[src/rtl/mc_dmem_arbiter.sv]
`default_nettype none
// ============================================================================
// Module   : mc_dmem_arbiter
// Purpose  : Round-robin arbiter that shares the single-port 32-bit data
//            memory between the CPU load/store unit and the client debug
//            port. It sequences each access through a small FSM and handles
//            byte/halfword/word lane steering and misalignment detection.
// Ports    : Clk/Rst            clock, async active-low reset
//            Cpu*               CPU request side (level request, Ack pulse)
//            Client*/CRDM/CWDM  client request side (mode-driven request)
//            Mem*               data-memory macro interface
//            MisalignErr, Busy  status
// Revision : 1.0 - initial release
// ============================================================================
module mc_dmem_arbiter #(
    parameter int LAT = 1,
    parameter int AW  = 32
) (
    input  logic          Clk,
    input  logic          Rst,
    input  logic          CpuReq,
    input  logic          CpuWe,
    input  logic [1:0]    CpuMode,
    input  logic [AW-1:0] CpuAddr,
    input  logic [31:0]   CpuWData,
    output logic          CpuAck,
    output logic [31:0]   CpuRData,
    input  logic [AW-1:0] ClientMemAddr,
    input  logic [31:0]   ClientMemWrite,
    input  logic [1:0]    CRDM,
    input  logic [1:0]    CWDM,
    output logic          ClientAck,
    output logic [31:0]   ClientMemRead,
    output logic          MemEn,
    output logic          MemWe,
    output logic [3:0]    MemBE,
    output logic [AW-3:0] MemAddr,
    output logic [31:0]   MemWData,
    input  logic [31:0]   MemRData,
    output logic          MisalignErr,
    output logic          Busy
);

    typedef enum logic [2:0] {
        S_IDLE = 3'd0,
        S_ACC  = 3'd1,
        S_WAIT = 3'd2,
        S_ACK  = 3'd3,
        S_ERR  = 3'd4
    } state_t;

    // WAIT exits when the counter reaches LAT-2 (counter starts at 0).
    localparam logic [1:0] c_WAIT_LAST = (LAT > 1) ? 2'(LAT - 2) : 2'd0;

    function automatic logic [3:0] f_be(input logic [1:0] mode, input logic [1:0] lane);
        case (mode)
            2'd1:    f_be = 4'b0001 << lane;
            2'd2:    f_be = lane[1] ? 4'b1100 : 4'b0011;
            default: f_be = 4'hF;
        endcase
    endfunction

    function automatic logic [31:0] f_wdata(input logic [1:0] mode, input logic [31:0] wd);
        case (mode)
            2'd1:    f_wdata = {4{wd[7:0]}};
            2'd2:    f_wdata = {2{wd[15:0]}};
            default: f_wdata = wd;
        endcase
    endfunction

    function automatic logic [31:0] f_rdata(input logic [1:0] mode, input logic [1:0] lane,
                                            input logic [31:0] rd);
        logic [31:0] sh;
        sh = rd >> {lane, 3'b000};
        case (mode)
            2'd1:    f_rdata = {24'h0, sh[7:0]};
            2'd2:    f_rdata = {16'h0, sh[15:0]};
            default: f_rdata = rd;
        endcase
    endfunction

    function automatic logic f_misalign(input logic [1:0] mode, input logic [1:0] lane);
        case (mode)
            2'd2:    f_misalign = lane[0];
            2'd3:    f_misalign = (lane != 2'd0);
            default: f_misalign = 1'b0;
        endcase
    endfunction

    state_t        state_q, state_d;
    logic [1:0]    cnt_q, cnt_d;
    logic          last_cli_q, last_cli_d;   // 1 = client was granted last
    logic          cli_q, cli_d;             // current grant belongs to client
    logic          we_q, we_d;
    logic [1:0]    mode_q, mode_d;
    logic [1:0]    lane_q, lane_d;
    logic [31:0]   cli_rd_q, cli_rd_d;
    logic          mem_en_q, mem_en_d;
    logic          mem_we_q, mem_we_d;
    logic [3:0]    mem_be_q, mem_be_d;
    logic [AW-3:0] mem_addr_q, mem_addr_d;
    logic [31:0]   mem_wdata_q, mem_wdata_d;
    logic          cpu_ack_q, cpu_ack_d;
    logic          cli_ack_q, cli_ack_d;
    logic          mis_q, mis_d;
    logic          busy_q, busy_d;

    logic          cpu_req, cli_req, cli_wr, pick_cli;
    logic [AW-1:0] sel_addr;
    logic [31:0]   sel_wdata;
    logic [1:0]    sel_mode;
    logic          sel_we;
    logic [31:0]   rd_word;

    // Request decode and grant selection.
    always_comb begin
        cpu_req   = CpuReq && (CpuMode != 2'd0);
        cli_wr    = (CWDM != 2'd0);
        cli_req   = cli_wr || (CRDM != 2'd0);
        // Client wins when alone, or when both request and the CPU went last.
        pick_cli  = cli_req && (!cpu_req || !last_cli_q);
        sel_addr  = pick_cli ? ClientMemAddr  : CpuAddr;
        sel_wdata = pick_cli ? ClientMemWrite : CpuWData;
        sel_we    = pick_cli ? cli_wr         : CpuWe;
        sel_mode  = pick_cli ? (cli_wr ? CWDM : CRDM) : CpuMode;
    end

    assign rd_word = f_rdata(mode_q, lane_q, MemRData);

    always_comb begin
        state_d     = state_q;
        cnt_d       = cnt_q;
        last_cli_d  = last_cli_q;
        cli_d       = cli_q;
        we_d        = we_q;
        mode_d      = mode_q;
        lane_d      = lane_q;
        cli_rd_d    = cli_rd_q;
        mem_en_d    = 1'b0;
        mem_we_d    = 1'b0;
        mem_be_d    = 4'h0;
        mem_addr_d  = '0;
        mem_wdata_d = 32'h0;
        cpu_ack_d   = 1'b0;
        cli_ack_d   = 1'b0;
        mis_d       = 1'b0;

        case (state_q)
            S_IDLE: begin
                if (cpu_req || cli_req) begin
                    last_cli_d = pick_cli;
                    cli_d      = pick_cli;
                    we_d       = sel_we;
                    mode_d     = sel_mode;
                    lane_d     = sel_addr[1:0];
                    if (f_misalign(sel_mode, sel_addr[1:0])) begin
                        state_d   = S_ERR;
                        cpu_ack_d = !pick_cli;
                        cli_ack_d = pick_cli;
                        mis_d     = 1'b1;
                    end else begin
                        state_d     = S_ACC;
                        mem_en_d    = 1'b1;
                        mem_we_d    = sel_we;
                        mem_be_d    = f_be(sel_mode, sel_addr[1:0]);
                        mem_addr_d  = sel_addr[AW-1:2];
                        mem_wdata_d = sel_we ? f_wdata(sel_mode, sel_wdata) : 32'h0;
                    end
                end
            end
            S_ACC: begin
                if (we_q || (LAT == 1)) begin
                    state_d   = S_ACK;
                    cpu_ack_d = !cli_q;
                    cli_ack_d = cli_q;
                end else begin
                    state_d = S_WAIT;
                    cnt_d   = 2'd0;
                end
            end
            S_WAIT: begin
                if (cnt_q == c_WAIT_LAST) begin
                    state_d   = S_ACK;
                    cpu_ack_d = !cli_q;
                    cli_ack_d = cli_q;
                end else begin
                    cnt_d = cnt_q + 2'd1;
                end
            end
            S_ACK: begin
                state_d = S_IDLE;
                if (cli_q && !we_q) cli_rd_d = rd_word;
            end
            S_ERR: begin
                state_d = S_IDLE;
                if (cli_q && !we_q) cli_rd_d = 32'h0;
            end
            default: state_d = S_IDLE;
        endcase

        busy_d = (state_d != S_IDLE);
    end

    always_ff @(posedge Clk or negedge Rst) begin
        if (!Rst) begin
            state_q     <= S_IDLE;
            cnt_q       <= 2'd0;
            last_cli_q  <= 1'b1;
            cli_q       <= 1'b0;
            we_q        <= 1'b0;
            mode_q      <= 2'd0;
            lane_q      <= 2'd0;
            cli_rd_q    <= 32'h0;
            mem_en_q    <= 1'b0;
            mem_we_q    <= 1'b0;
            mem_be_q    <= 4'h0;
            mem_addr_q  <= '0;
            mem_wdata_q <= 32'h0;
            cpu_ack_q   <= 1'b0;
            cli_ack_q   <= 1'b0;
            mis_q       <= 1'b0;
            busy_q      <= 1'b0;
        end else begin
            state_q     <= state_d;
            cnt_q       <= cnt_d;
            last_cli_q  <= last_cli_d;
            cli_q       <= cli_d;
            we_q        <= we_d;
            mode_q      <= mode_d;
            lane_q      <= lane_d;
            cli_rd_q    <= cli_rd_d;
            mem_en_q    <= mem_en_d;
            mem_we_q    <= mem_we_d;
            mem_be_q    <= mem_be_d;
            mem_addr_q  <= mem_addr_d;
            mem_wdata_q <= mem_wdata_d;
            cpu_ack_q   <= cpu_ack_d;
            cli_ack_q   <= cli_ack_d;
            mis_q       <= mis_d;
            busy_q      <= busy_d;
        end
    end

    assign MemEn       = mem_en_q;
    assign MemWe       = mem_we_q;
    assign MemBE       = mem_be_q;
    assign MemAddr     = mem_addr_q;
    assign MemWData    = mem_wdata_q;
    assign CpuAck      = cpu_ack_q;
    assign ClientAck   = cli_ack_q;
    assign MisalignErr = mis_q;
    assign Busy        = busy_q;

    // Read data arrives from the macro during the Ack cycle itself, so it is
    // steered combinationally; misaligned reads return zero.
    assign CpuRData      = (cpu_ack_q && !we_q && !mis_q) ? rd_word : 32'h0;
    assign ClientMemRead = (cli_ack_q && !we_q) ? (mis_q ? 32'h0 : rd_word) : cli_rd_q;

endmodule
`default_nettype wire

[config.mk]
export PLATFORM = sky130hd
export DESIGN_NAME = mc_dmem_arbiter
export DESIGN_NICKNAME = d
export VERILOG_FILES = /design/src/rtl/mc_dmem_arbiter.sv
export SDC_FILE = /design/constraint.sdc
export NUM_CORES = 1
export LEC_CHECK = 0
export BUFFER_PORTS_ARGS = -buffer_cell sky130_fd_sc_hd__buf_2
export CORE_MARGIN = 3
export CORE_UTILIZATION = 47
export CTS_BUF_LIST = sky130_fd_sc_hd__clkbuf_8 sky130_fd_sc_hd__clkbuf_16
export DETAILED_ROUTE_END_ITERATION = 6
export GPL_TIMING_DRIVEN = 1
export PLACE_DENSITY = 0.89
export SYNTH_ARGS = -nofsm -noshare
export SYNTH_HDL_FRONTEND = slang
export SYNTH_SLANG_ARGS = --single-unit
[constraint.sdc]
create_clock -name Clk -period 4.37 [get_ports Clk]
set_input_delay 0.2185 -clock Clk [delete_from_list [all_inputs] [get_ports Clk]]
set_output_delay 0.2185 -clock Clk [all_outputs]
set_load 0.1 [all_outputs]
==> impl_metrics.csv <==
group,metric,value,unit
outcome,run_status,"finished clean",
grt,grt_max_degree,53,
floorplanning,io_pins,306,
grt,grt_pass1_wl,35400,um
routing,avgRoutedWirePerCell,19.0,um
synth,avgSynthCellArea,8.32,sq um
cells_and_area,final_cell_area,8650,sq um
critical_path,cpLargestDelayFamily,"compound AO/OA/AOI/OAI gates",
sta,timing.final.crit_share,79.6,%
sta,setup_viol,0,
clock_tree,cts-resized-gates,0,
sta,slew_headroom,24.9,%
worst_hold_path,hold_depth,3,
critical_path,required,4610,ps
clock_tree,htree_levels,4,
synth,ys_types,57,
critical_path,path_cells,"o211a_1, a2111oi_0, o21bai_1, inv_1, ha_1, nand3_1, and4_1, a22oi_4, a21oi_1",
critical_path,r2r_cells,9,
worst_hold_path,hp-start,"ClientMemAddr[21]",
sta,tns,0,ps
synth,ys_seq_area_share,45.1,%
synth,synth_seq_cells,116,
job,drv_cap,0,
sta,hold_viol_final,0,
synth,synth-edff-count,0,
routing,drcViolationCount,0,
sta,drv_slew,0,
grt,grt_overflow,0,
sta,finalClockSkew,10.5,ps
routing,vias,7294,
critical_path,criticalPathCategory,"reg -> reg",
critical_path,reg2reg_slack,890,ps
placement,hpwl,16700,um
synth,synth_area_leaders,"dfrtp_1, nand2_1, a21oi_1, o21ai_0, o31ai_1",
critical_path,worstPathArrival,3710,ps
synth,yosys_warnings,0,
floorplanning,coreArea,13300,sq um
sta,max_freq,288,MHz
grt,grt_pass1_vias,6640,
synth,synthesis.nets,951,
sta,worst_pin_slew,1120,ps
critical_path,endpoint_kind,"flip-flop",
cells_and_area,syn_to_final_growth,34.4,%
cells_and_area,register_area,2900,sq um
routing,post_drt_via_cell_ratio,5.88,
sta,grt_setup_unrepaired,"no",
cells_and_area,layout_common_cells,"buf_2, nand2_1, dfrtp_1",
clock_tree,cts_sinks,116,
worst_hold_path,min_to,"MemAddr[19]$_DFF_PN0_",
critical_path,timing.rr.end,"MemAddr[12]$_DFF_PN0_",
synth,netlist_instances,774,
cells_and_area,nNetsFinal,1226,
placement,portBuffers,305,
clock_tree,clkSlewWorstSetupHoldPaths,60,ps
placement,place.gp.congestion,0.870,
routing,detail-route-antenna-nets,0,
clock_tree,postCtsSetupBuffers,0,
synth,synth_area,6440,sq um
clock_tree,cts_root_buf,"clkbuf_16",
sta,period_needed,3480,ps
synth,yosys.area.top_type,"dfrtp_1",
routing,routed_wl,23600,um
cells_and_area,drive_above_1_share,34.6,%
clock_tree,clock_path_buffers,2,
floorplanning,row_count,42,
critical_path,critical_path_buf_inv_count,1,
synth,yosys_most_used_dff,"dfrtp_1",
placement,placed_area,8030,sq um
cells_and_area,final_common_cell,"buf_2",
worst_hold_path,hold_class,"in -> reg",
cells_and_area,multi_input_area,3180,sq um
synth,async_reset_ff_share,100,%
critical_path,cp_slowest_cell,"a22oi_4",
cells_and_area,fill_cells,1114,
synth,post-synth-top-area-fraction,44.7,%
grt,grt.total_usage,30.2,%
clock_tree,cts_tree,"yes",
grt,antenna_found_initial,1,
floorplanning,dieArea,15100,sq um
critical_path,worstSetupStartpointType,"flip-flop",
floorplanning,die_x,123,um
clock_tree,numCtsBuffers,17,
floorplanning,die_y,123,um
critical_path,r2r_start,"last_cli_q$_DFFE_PN1P_",
critical_path,cpPeakStageDelay,810,ps
clock_tree,clock_latency,420,ps
floorplanning,start_util,48.4,%
routing,drt_iter0_markers,804,
routing,dr.pass1.iters,6,
critical_path,critical_path.max_fanout,36,
[final cells by class]
cell class | instances | share of cell area (%)
Inverter | 27 | 1.17
Clock inverter | 15 | 2.10
Tap cell | 176 | 2.55
Antenna cell | 2 | 0.0578
Timing Repair Buffer | 319 | 18.9
Sequential cell | 116 | 33.6
Clock buffer | 17 | 4.92
Multi-Input combinational cell | 568 | 36.7
[flip-flops by register name, indices dropped and copies added (netlist names)]
register     count
MisalignErr      1
ClientAck        1
MemEn            1
MemAddr         30
we_q             1
CpuAck           1
MemWe            1
mode_q           2
state_q          3
cli_q            1
cli_rd_q        32
last_cli_q       1
MemWData        32
Busy             1
MemBE            4
cnt_q            2
lane_q           2
[per-layer routing]
layer | track usage (%) | routed length, um | vias to the layer above
li1 | - | - | 3286
met1 | 37.0 | 8530 | 3384
met2 | 49.3 | 11400 | 542
met3 | 8.01 | 2580 | 82
met4 | 15.2 | 1130 | 0
met5 | 0 | 0 | -
[metrics by stage]
stage / hold slack [ps] / cells / setup WS (ps) / util (%)
floorplan: -77.1 / 774 / 128 / -
global placement: 221 / 1205 / 1060 / 60.4
detailed placement: 215 / 1205 / 947 / 60.4
CTS: 18.9 / 1238 / 970 / 65.0
global route: 25.4 / 1239 / 699 / 65.1
finish: 35.9 / 1240 / 893 / 65.1
[timing repair]
action                     4_1_cts  5_1_grt
setup endpoints to repair        0        0
hold buffers                     1        0
hold endpoints to repair        37        0
[worst max path at each step]
stage / cells past startpoint / slack (ps) / startpoint / end
after floorplan: 5 / 130 / ClientAck$_DFF_PN0_ / ClientMemRead[14]
after global placement: 10 / 1060 / CWDM[1] / MemWData[24]$_DFF_PN0_
after detailed placement: 10 / 950 / CWDM[1] / MemWData[0]$_DFF_PN0_
after CTS: 10 / 970 / last_cli_q$_DFFE_PN1P_ / MemWData[26]$_DFF_PN0_
after global routing: 9 / 700 / last_cli_q$_DFFE_PN1P_ / MemAddr[12]$_DFF_PN0_
final: 9 / 890 / last_cli_q$_DFFE_PN1P_ / MemAddr[12]$_DFF_PN0_
[kinds of logic (layout without fill, tap and decap cells)]
logic type | after synthesis | in the layout | share of synthesized area, %
AO/OA/AOI/OAI | 279 | 279 | 27.9
XOR/XNOR | 2 | 2 | 0.272
adder cells (fa/ha/maj) | 7 | 7 | 1.36
buffers and inverters | 90 | 378 | 5.77
flip-flops | 116 | 116 | 45.1
multiplexers | 10 | 10 | 1.57
other | 0 | 2 | 0
AND/OR/NAND/NOR | 270 | 270 | 18.0
[Yosys cell counts, types with 2 or more instances]
master / n
nand3_1: 38
a22oi_1: 4
o32ai_1: 2
o21a_1: 17
a221oi_1: 10
nand2_1: 151
a21o_1: 3
o22ai_1: 16
or2_2: 2
o31ai_1: 32
ha_1: 7
a21boi_0: 9
mux2i_1: 9
nor3_1: 9
o21ai_1: 8
a21oi_1: 75
nand2b_1: 3
inv_1: 27
a21boi_2: 5
a21boi_1: 6
nor2_1: 46
o31a_1: 2
dfrtp_1: 115
buf_1: 5
nor2b_1: 11
o21ai_0: 68
clkbuf_1: 46
o311a_1: 6
buf_2: 9
buf_6: 3
xnor2_1: 2
a211oi_1: 3
[worst reg2reg max path: stages (launching register included)]
cell,delay (ps)
dfstp_2,590
o211a_1,450
a2111oi_0,120
o21bai_1,240
inv_1,140
ha_1,390
nand3_1,150
and4_1,260
a22oi_4,810
a21oi_1,160
Power is not shown: default switching activity piles up to over one toggle a cycle in this logic, so the estimate is an artifact.
